## src/rtl/pmu_pkg.sv

```systemverilog
// Shared types and the per-counter next-state function for the PMU event counter bank.
package pmu_pkg;

  localparam int PMU_MAX_EVENTS    = 32;
  localparam int PMU_MAX_CNT_WIDTH = 64;

  // Widest supported counter; narrower slices zero-extend into it and truncate back.
  typedef logic [PMU_MAX_CNT_WIDTH-1:0] cnt_t;

  typedef struct packed {
    logic ovf_set;
    cnt_t cnt_next;
  } cnt_upd_t;

  // Clear wins over increment and suppresses the overflow of a coincident wrap.
  function automatic cnt_upd_t next_count(input cnt_t cnt, input cnt_t cnt_max,
                                          input logic inc, input logic clr);
    cnt_upd_t r;
    r.ovf_set  = 1'b0;
    r.cnt_next = cnt;
    if (clr) begin
      r.cnt_next = '0;
    end else if (inc) begin
      if (cnt == cnt_max) begin
        r.cnt_next = '0;
        r.ovf_set  = 1'b1;
      end else begin
        r.cnt_next = cnt + cnt_t'(1);
      end
    end
    return r;
  endfunction

endpackage

```

## src/rtl/pmu_event_counter_bank_counter.sv

```systemverilog
// One event slice: edge-detect flop, wrapping counter and sticky overflow flag.
module pmu_event_counter
  import pmu_pkg::*;
#(
  parameter int CNT_WIDTH = 64
) (
  input  logic                 clk,
  input  logic                 rst,
  input  logic                 event_i,
  input  logic                 en_i,
  input  logic                 edge_i,
  input  logic                 clr_i,
  output logic [CNT_WIDTH-1:0] cnt_o,
  output logic                 ovf_o
);

  logic                 prev_q, prev_d;
  logic [CNT_WIDTH-1:0] cnt_q, cnt_d;
  logic                 ovf_q, ovf_d;
  logic                 inc;
  cnt_upd_t             upd;

  always_comb begin
    // prev tracks the event even while disabled so enabling on a high level is not an edge.
    prev_d = event_i;
    inc    = en_i & (edge_i ? (event_i & ~prev_q) : event_i);
    upd    = next_count(cnt_t'(cnt_q), cnt_t'({CNT_WIDTH{1'b1}}), inc, clr_i);
    cnt_d  = upd.cnt_next[CNT_WIDTH-1:0];
    ovf_d  = ~clr_i & (ovf_q | upd.ovf_set);
  end

  always_ff @(posedge clk) begin
    if (rst) begin
      prev_q <= 1'b0;
      cnt_q  <= '0;
      ovf_q  <= 1'b0;
    end else begin
      prev_q <= prev_d;
      cnt_q  <= cnt_d;
      ovf_q  <= ovf_d;
    end
  end

  assign cnt_o = cnt_q;
  assign ovf_o = ovf_q;

endmodule

```

## src/rtl/pmu_event_counter_bank.sv

```systemverilog
// Bank of per-event counters with a registered read port and a registered overflow interrupt.
module pmu_event_counter_bank
  import pmu_pkg::*;
#(
  parameter int NUM_EVENTS = 8,
  parameter int CNT_WIDTH  = 64,
  parameter int IDX_WIDTH  = (NUM_EVENTS > 1) ? $clog2(NUM_EVENTS) : 1
) (
  input  logic                  clk,
  input  logic                  rst,
  input  logic [NUM_EVENTS-1:0] event_sync_i,
  input  logic [NUM_EVENTS-1:0] cfg_en_i,
  input  logic [NUM_EVENTS-1:0] cfg_edge_i,
  input  logic [NUM_EVENTS-1:0] clr_i,
  input  logic                  rd_req_i,
  input  logic [IDX_WIDTH-1:0]  rd_idx_i,
  output logic                  rd_ack_o,
  output logic [CNT_WIDTH-1:0]  rd_data_o,
  output logic [NUM_EVENTS-1:0] ovf_o,
  output logic                  irq_o
);

  logic [NUM_EVENTS-1:0][CNT_WIDTH-1:0] cnt_all;
  logic [NUM_EVENTS-1:0]                ovf_all;

  for (genvar g = 0; g < NUM_EVENTS; g++) begin : g_slice
    pmu_event_counter #(
      .CNT_WIDTH (CNT_WIDTH)
    ) u_cnt (
      .clk     (clk),
      .rst     (rst),
      .event_i (event_sync_i[g]),
      .en_i    (cfg_en_i[g]),
      .edge_i  (cfg_edge_i[g]),
      .clr_i   (clr_i[g]),
      .cnt_o   (cnt_all[g]),
      .ovf_o   (ovf_all[g])
    );
  end

  logic                 rd_ack_q, rd_ack_d;
  logic [CNT_WIDTH-1:0] rd_data_q, rd_data_d;
  logic                 irq_q, irq_d;
  logic [CNT_WIDTH-1:0] rd_sel;

  always_comb begin
    // Out-of-range indices match no slice and read back as zero.
    rd_sel = '0;
    for (int i = 0; i < NUM_EVENTS; i++) begin
      if (rd_idx_i == IDX_WIDTH'(i)) rd_sel = cnt_all[i];
    end
    rd_ack_d  = rd_req_i;
    rd_data_d = rd_req_i ? rd_sel : rd_data_q;
    irq_d     = |(ovf_all & cfg_en_i);
  end

  always_ff @(posedge clk) begin
    if (rst) begin
      rd_ack_q  <= 1'b0;
      rd_data_q <= '0;
      irq_q     <= 1'b0;
    end else begin
      rd_ack_q  <= rd_ack_d;
      rd_data_q <= rd_data_d;
      irq_q     <= irq_d;
    end
  end

  assign rd_ack_o  = rd_ack_q;
  assign rd_data_o = rd_data_q;
  assign ovf_o     = ovf_all;
  assign irq_o     = irq_q;

endmodule

```

## config.mk

```make
export PLATFORM = sky130hd
export DESIGN_NAME = pmu_event_counter_bank
export DESIGN_NICKNAME = d
export VERILOG_FILES = /design/src/rtl/pmu_pkg.sv /design/src/rtl/pmu_event_counter_bank_counter.sv /design/src/rtl/pmu_event_counter_bank.sv
export SDC_FILE = /design/constraint.sdc
export NUM_CORES = 1
export LEC_CHECK = 0
export ABC_AREA = 1
export BUFFER_PORTS_ARGS = -buffer_cell sky130_fd_sc_hd__buf_4
export CORE_ASPECT_RATIO = 2
export CORE_MARGIN = 3
export CORE_UTILIZATION = 50
export CTS_BUF_LIST = sky130_fd_sc_hd__clkbuf_8
export DETAILED_ROUTE_END_ITERATION = 12
export GPL_TIMING_DRIVEN = 0
export PLACE_DENSITY = 0.71
export SYNTH_ARGS = -nofsm -noshare
export SYNTH_HDL_FRONTEND = slang
export SYNTH_SLANG_ARGS = --single-unit
```

## constraint.sdc

```tcl
create_clock -name clk -period 2.75 [get_ports clk]
set_clock_uncertainty 0.1 [all_clocks]
set_input_delay 0.4125 -clock clk [delete_from_list [all_inputs] [get_ports clk]]
set_output_delay 0.4125 -clock clk [all_outputs]
set_load 0.02 [all_outputs]
```

==> results.py, run 1 <==
metrics = {
    "outcome": {
        "status": "stopped before the end",
        "lastStage": "global routing (5_1_grt)",
        "error_line": "[ERROR GRT-0116] Global routing finished with congestion. Check the congestion regions in the DRC Viewer.",
    },
    "clocking": {
        "h-tree-depth": 3,
        "postCtsSetupBuffers": 0,
        "cts_root_buf": "clkbuf_8",
        "clockBufferDepth": 3,
        "cts_sinks": 594,
        "numCtsBuffers": 95,
    },
    "synth": {
        "postSynth.asyncResetShare_pct": 0,
        "ys.warnings.count": 0,
        "syn_nets": 7229,
        "yosysSeqAreaShare_pct": 29.2,
        "synth-edff-count": 0,
        "ys_ff_latch": 594,
        "ys.flop_type": "dfxtp_1",
        "syn_area_per_cell_sq_um": 5.66,
        "synth_cell_types": 53,
        "postSynthCellCount": 7183,
        "synthesis.area_sq_um": 40700,
    },
    "place": {
        "hpwl_um": 193000,
        "dpl.cell_count": 8336,
        "portBuffers": 109,
        "place_area_sq_um": 42800,
        "place_congestion": 1.19,
    },
    "die": {
        "die_y_um": 409,
        "rows": 147,
        "die_w_um": 208,
        "initial_core_util_pct": 50.6,
        "ios": 112,
    },
    "global_route": {
        "grt_max_degree": 13,
        "gr-total-overflow": 1297,
        "grt_pass1_vias": 58800,
        "grtUsageTotal_pct": 67.9,
        "grt_pass1_wl_um": 447000,
    },
}
==> per-layer routing <==
layer | track usage [%] | GRT overflow
met1 | 63.8 | 13
met2 | 93.0 | 883
met3 | 43.2 | 20
met4 | 74.8 | 378
met5 | 15.0 | 3
==> synthesized netlist by cell type, types with 5 or more instances <==
master	n	area, sq um
nand3_1	587	2940
nor3b_1	17	128
inv_2	9	33.8
dfxtp_1	594	11900
and2_1	13	81.3
nand4_1	371	2320
clkbuf_1	158	593
o22ai_1	5	31.3
a31oi_1	7	43.8
nor2_2	16	100
buf_2	36	180
xnor2_1	20	175
xor2_1	90	788
o21bai_1	29	218
clkinv_1	7	26.3
buf_4	17	128
nor3_1	178	891
nor3_2	5	50.1
or2_2	49	307
o21ai_0	67	335
nand3b_1	12	90.1
nor2_1	1254	4710
inv_1	743	2790
ha_1	8	100
a21oi_1	545	2730
nand2_1	2279	8550
buf_1	20	75.1
==> kinds of logic after synthesis <==
kind of cell | share of synthesized area (%)
flip-flops | 29.2
adder cells (fa/ha/maj) | 0.246
buffers and inverters | 9.43
AND/OR/NAND/NOR | 49.9
AO/OA/AOI/OAI | 8.78
XOR/XNOR | 2.37
==> metrics by stage <==
stage          setup WS [ps]  util, %
3_5_place_dp            -699     53.3
4_1_cts                 2.63     56.1
2_1_floorplan            767        -
3_3_place_gp            -648     53.3
==> repair_timing <==
| item | 4_1_cts |
|---|---|
| endpoints found under the setup margin | 102 |
| hold buffers | 16 |
| resized for setup | 22 |
| endpoints found under the hold margin | 38 |
==> run 2, diff against run 1 <==
- CORE_ASPECT_RATIO: 2 -> default
- CORE_UTILIZATION: 50 -> 35
- CTS_BUF_LIST: sky130_fd_sc_hd__clkbuf_8 -> default
- PLACE_DENSITY: 0.71 -> default
- PLACE_DENSITY_LB_ADDON: default -> 0.15
==> results.py, run 2 <==
metrics = {
    "synth": {
        "synth_compound_area_share_pct": 8.78,
        "ys_ff_latch": 594,
        "netlist.area_leader.share_pct": 29.2,
        "postSynthCellCount": 7183,
        "synthesis.area_sq_um": 40700,
        "synth_top_family_by_area": "simple AND/OR/NAND/NOR gates",
        "synthTopCellsByCount": "nand2_1 (2,279), nor2_1 (1,254), inv_1 (743)",
        "synth_simple_gate_area_share_pct": 49.9,
        "synth_cell_types": 53,
        "synth.most_common_cell": "nand2_1",
        "synth-edff-count": 0,
        "synth_mux_area_share_pct": 0,
        "yosys.area.top_type": "dfxtp_1",
        "ys.flop_type": "dfxtp_1",
        "synthTopCellsByArea": "dfxtp_1 (29%), nand2_1 (21%), nor2_1 (12%), nand3_1 (7.2%), inv_1 (6.9%)",
        "ys.warnings.count": 0,
        "syn_nets": 7229,
        "yosysSeqAreaShare_pct": 29.2,
        "syn_area_per_cell_sq_um": 5.66,
        "synth_xor_area_share_pct": 2.37,
        "postSynth.asyncResetShare_pct": 0,
        "synth-adder-area-share_pct": 0.246,
    },
    "timing": {
        "fmax_mhz": 352,
        "worst_slack_ps": -88.8,
        "finalCriticalPeriod_ps": 2840,
        "tightest_slew_ps": 1320,
        "setup_violations": 4,
        "maxSlewHeadroom_pct": 11.6,
        "hold_slack_ps": 34.7,
        "slew_violations": 0,
        "period_share_pct": 103,
        "finalHoldViolations": 0,
    },
    "setup_path": {
        "end_kind": "register",
        "reg2reg_depth": 8,
        "start_kind": "input pin",
        "cp_max_fo": 10,
        "worstSetupStartpoint": "rd_idx_i[2]",
        "crit_type": "input pin to register",
        "r2r_start": "g_slice[3].u_cnt.cnt_o[7]$_SDFFE_PP0N_",
        "crit_end": "rd_data_o[43]$_SDFFE_PP0P_",
        "cp.required_ps": 3190,
        "reg2reg_to": "g_slice[3].u_cnt.cnt_o[56]$_SDFFE_PP0N_",
        "arrival_ps": 3280,
        "r2r_slack_ps": 40,
    },
    "die": {
        "core_sq_um": 115000,
        "initial_core_util_pct": 35.4,
        "rows": 124,
        "die_w_um": 347,
        "ios": 112,
        "die_area_sq_um": 120000,
        "die_y_um": 347,
    },
    "place": {
        "dpl.cell_count": 8805,
        "hpwl_um": 170000,
        "place_congestion": 1.06,
        "portBuffers": 109,
        "pre_cts_ws_ps": -819,
    },
    "global_route": {
        "grt_pass1_wl_um": 295000,
        "grt_pass1_vias": 43500,
        "grt_max_degree": 13,
        "antenna_found_initial": 3,
        "grtUsageTotal_pct": 33.1,
        "gr-total-overflow": 0,
    },
    "final_layout": {
        "seq_area_sq_um": 11900,
        "final_cell_mix": "nand2_1 (2,274), nor2_1 (1,247), inv_1 (743)",
        "nNetsFinal": 7437,
        "multi_input_area_sq_um": 25000,
        "area_delta_synth_final_pct": 13.7,
        "fin_cells": 8955,
        "nFillCells": 13000,
        "drive_gt1_share_pct": 5.43,
        "final_common_cell": "nand2_1",
        "largest_reg_flops": 512,
    },
    "detailed_routing": {
        "avgViaCountPerCell": 5.49,
        "drtAntennaViolNets": 0,
        "post_drt_wl_per_cell_um": 23.1,
        "drc": 0,
        "drtPass1Iterations": 6,
        "wl_um": 207000,
        "drt_iter0_drc": 6175,
        "routed-via-count": 49100,
    },
    "clocking": {
        "clk_latency_ps": 700,
        "numCtsBuffers": 80,
        "clkTransAtPathRegs_ps": 50,
        "h-tree-depth": 3,
        "clockBufferDepth": 3,
        "cts_tree": "yes",
        "cts_sinks": 594,
        "cts_root_buf": "clkbuf_16",
        "postCtsSetupBuffers": 0,
    },
    "power": {
        "power_density_nw_per_um2": 443,
        "ir_drop_uv": 493,
        "p_leak_nw": 16.1,
    },
    "outcome": {
        "violations": "setup timing",
        "status": "finished with violations",
    },
    "flow_run": {
        "maxCapViolations": 0,
    },
    "hold_path": {
        "hold_path_class": "input pin to register",
    },
}
run 2: how the worst min path moves through the flow:
| stage | from | cells past startpoint | to | slack [ps] |
|---|---|---|---|---|
| after floorplan | g_slice[1].u_cnt.ovf_o$_SDFF_PP0_ | 2 | g_slice[1].u_cnt.ovf_o$_SDFF_PP0_ | 340 |
| after global placement | rd_data_o[61]$_SDFFE_PP0P_ | 2 | rd_data_o[61]$_SDFFE_PP0P_ | 360 |
| after detailed placement | rd_data_o[46]$_SDFFE_PP0P_ | 2 | rd_data_o[46]$_SDFFE_PP0P_ | 360 |
| after CTS | clr_i[0] | 4 | g_slice[0].u_cnt.cnt_o[2]$_SDFFE_PP0N_ | 5 |
| after global routing | clr_i[0] | 4 | g_slice[0].u_cnt.cnt_o[2]$_SDFFE_PP0N_ | 80 |
| final | clr_i[0] | 4 | g_slice[0].u_cnt.cnt_o[2]$_SDFFE_PP0N_ | 30 |
run 2: critical path, stage by stage:
cell	delay, ps
buf_4	160
inv_2	110
nand3_1	530
inv_2	80
buf_2	250
buf_2	220
nand2_1	90
nand3_1	110
nor3_1	710
nand3_1	400
nand2_1	140
a21oi_1	60
run 2: repair_timing:
| action | CTS | global route |
|---|---|---|
| hold buffers | 16 | 0 |
| endpoints found under the hold margin | 21 | 0 |
| endpoints found under the setup margin | 129 | 174 |
| gates resized for setup | 12 | 23 |
run 2: kinds of logic (layout without fill, tap and decap cells):
kind of cell             Yosys count  after routing
AO/OA/AOI/OAI                    680            680
XOR/XNOR                         110            110
other                              0              1
buffers and inverters            992           1251
adder cells (fa/ha/maj)            8              8
AND/OR/NAND/NOR                 4799           4799
flip-flops                       594            594
run 2: cell type report:
| type | instances | area share (%) |
|---|---|---|
| plain buffers | 233 | 2.15 |
| flip-flops and latches | 594 | 25.7 |
| clock buffers | 110 | 4.85 |
| multi-input cells | 5597 | 54.1 |
| diodes | 1 | 0.00541 |
| inverters | 759 | 6.16 |
| well taps | 1512 | 4.09 |
| clock inverters | 23 | 0.736 |
| repair buffers | 126 | 2.13 |
run 2: report_power, final:
part           total [mW]  internal, mW  switching (mW)  leakage [nW]
clock network        10.7          6.19            4.55          1.27
logic                1.07         0.231           0.844          10.0
registers            8.69          8.65          0.0434          4.79
total                20.5          15.1            5.44          16.1
run 2: layer usage:
| layer | routed length, um | global-route usage [%] | vias up |
|---|---|---|---|
| li1 | - | - | 23600 |
| met1 | 92800 | 48.4 | 22900 |
| met2 | 80600 | 45.9 | 2342 |
| met3 | 22700 | 6.93 | 333 |
| met4 | 10600 | 15.3 | 4 |
| met5 | 26 | 0 | - |
run 2: per-stage QoR:
| step | setup TNS [ps] | total power [mW] | util, % | area, sq um |
|---|---|---|---|---|
| global placement | -233700 | 9.90 | 37.8 | 43400 |
| floorplan | 0 | 9.39 | - | 40700 |
| global route | -4.52 | 21.0 | 40.3 | 46200 |
| detailed placement | -120710 | 9.90 | 37.8 | 43400 |
| CTS | 0 | 20.6 | 40.2 | 46200 |
| finish | -137 | 20.5 | 40.3 | 46200 |
No activity file was read; power rests on OpenSTA's default activity.
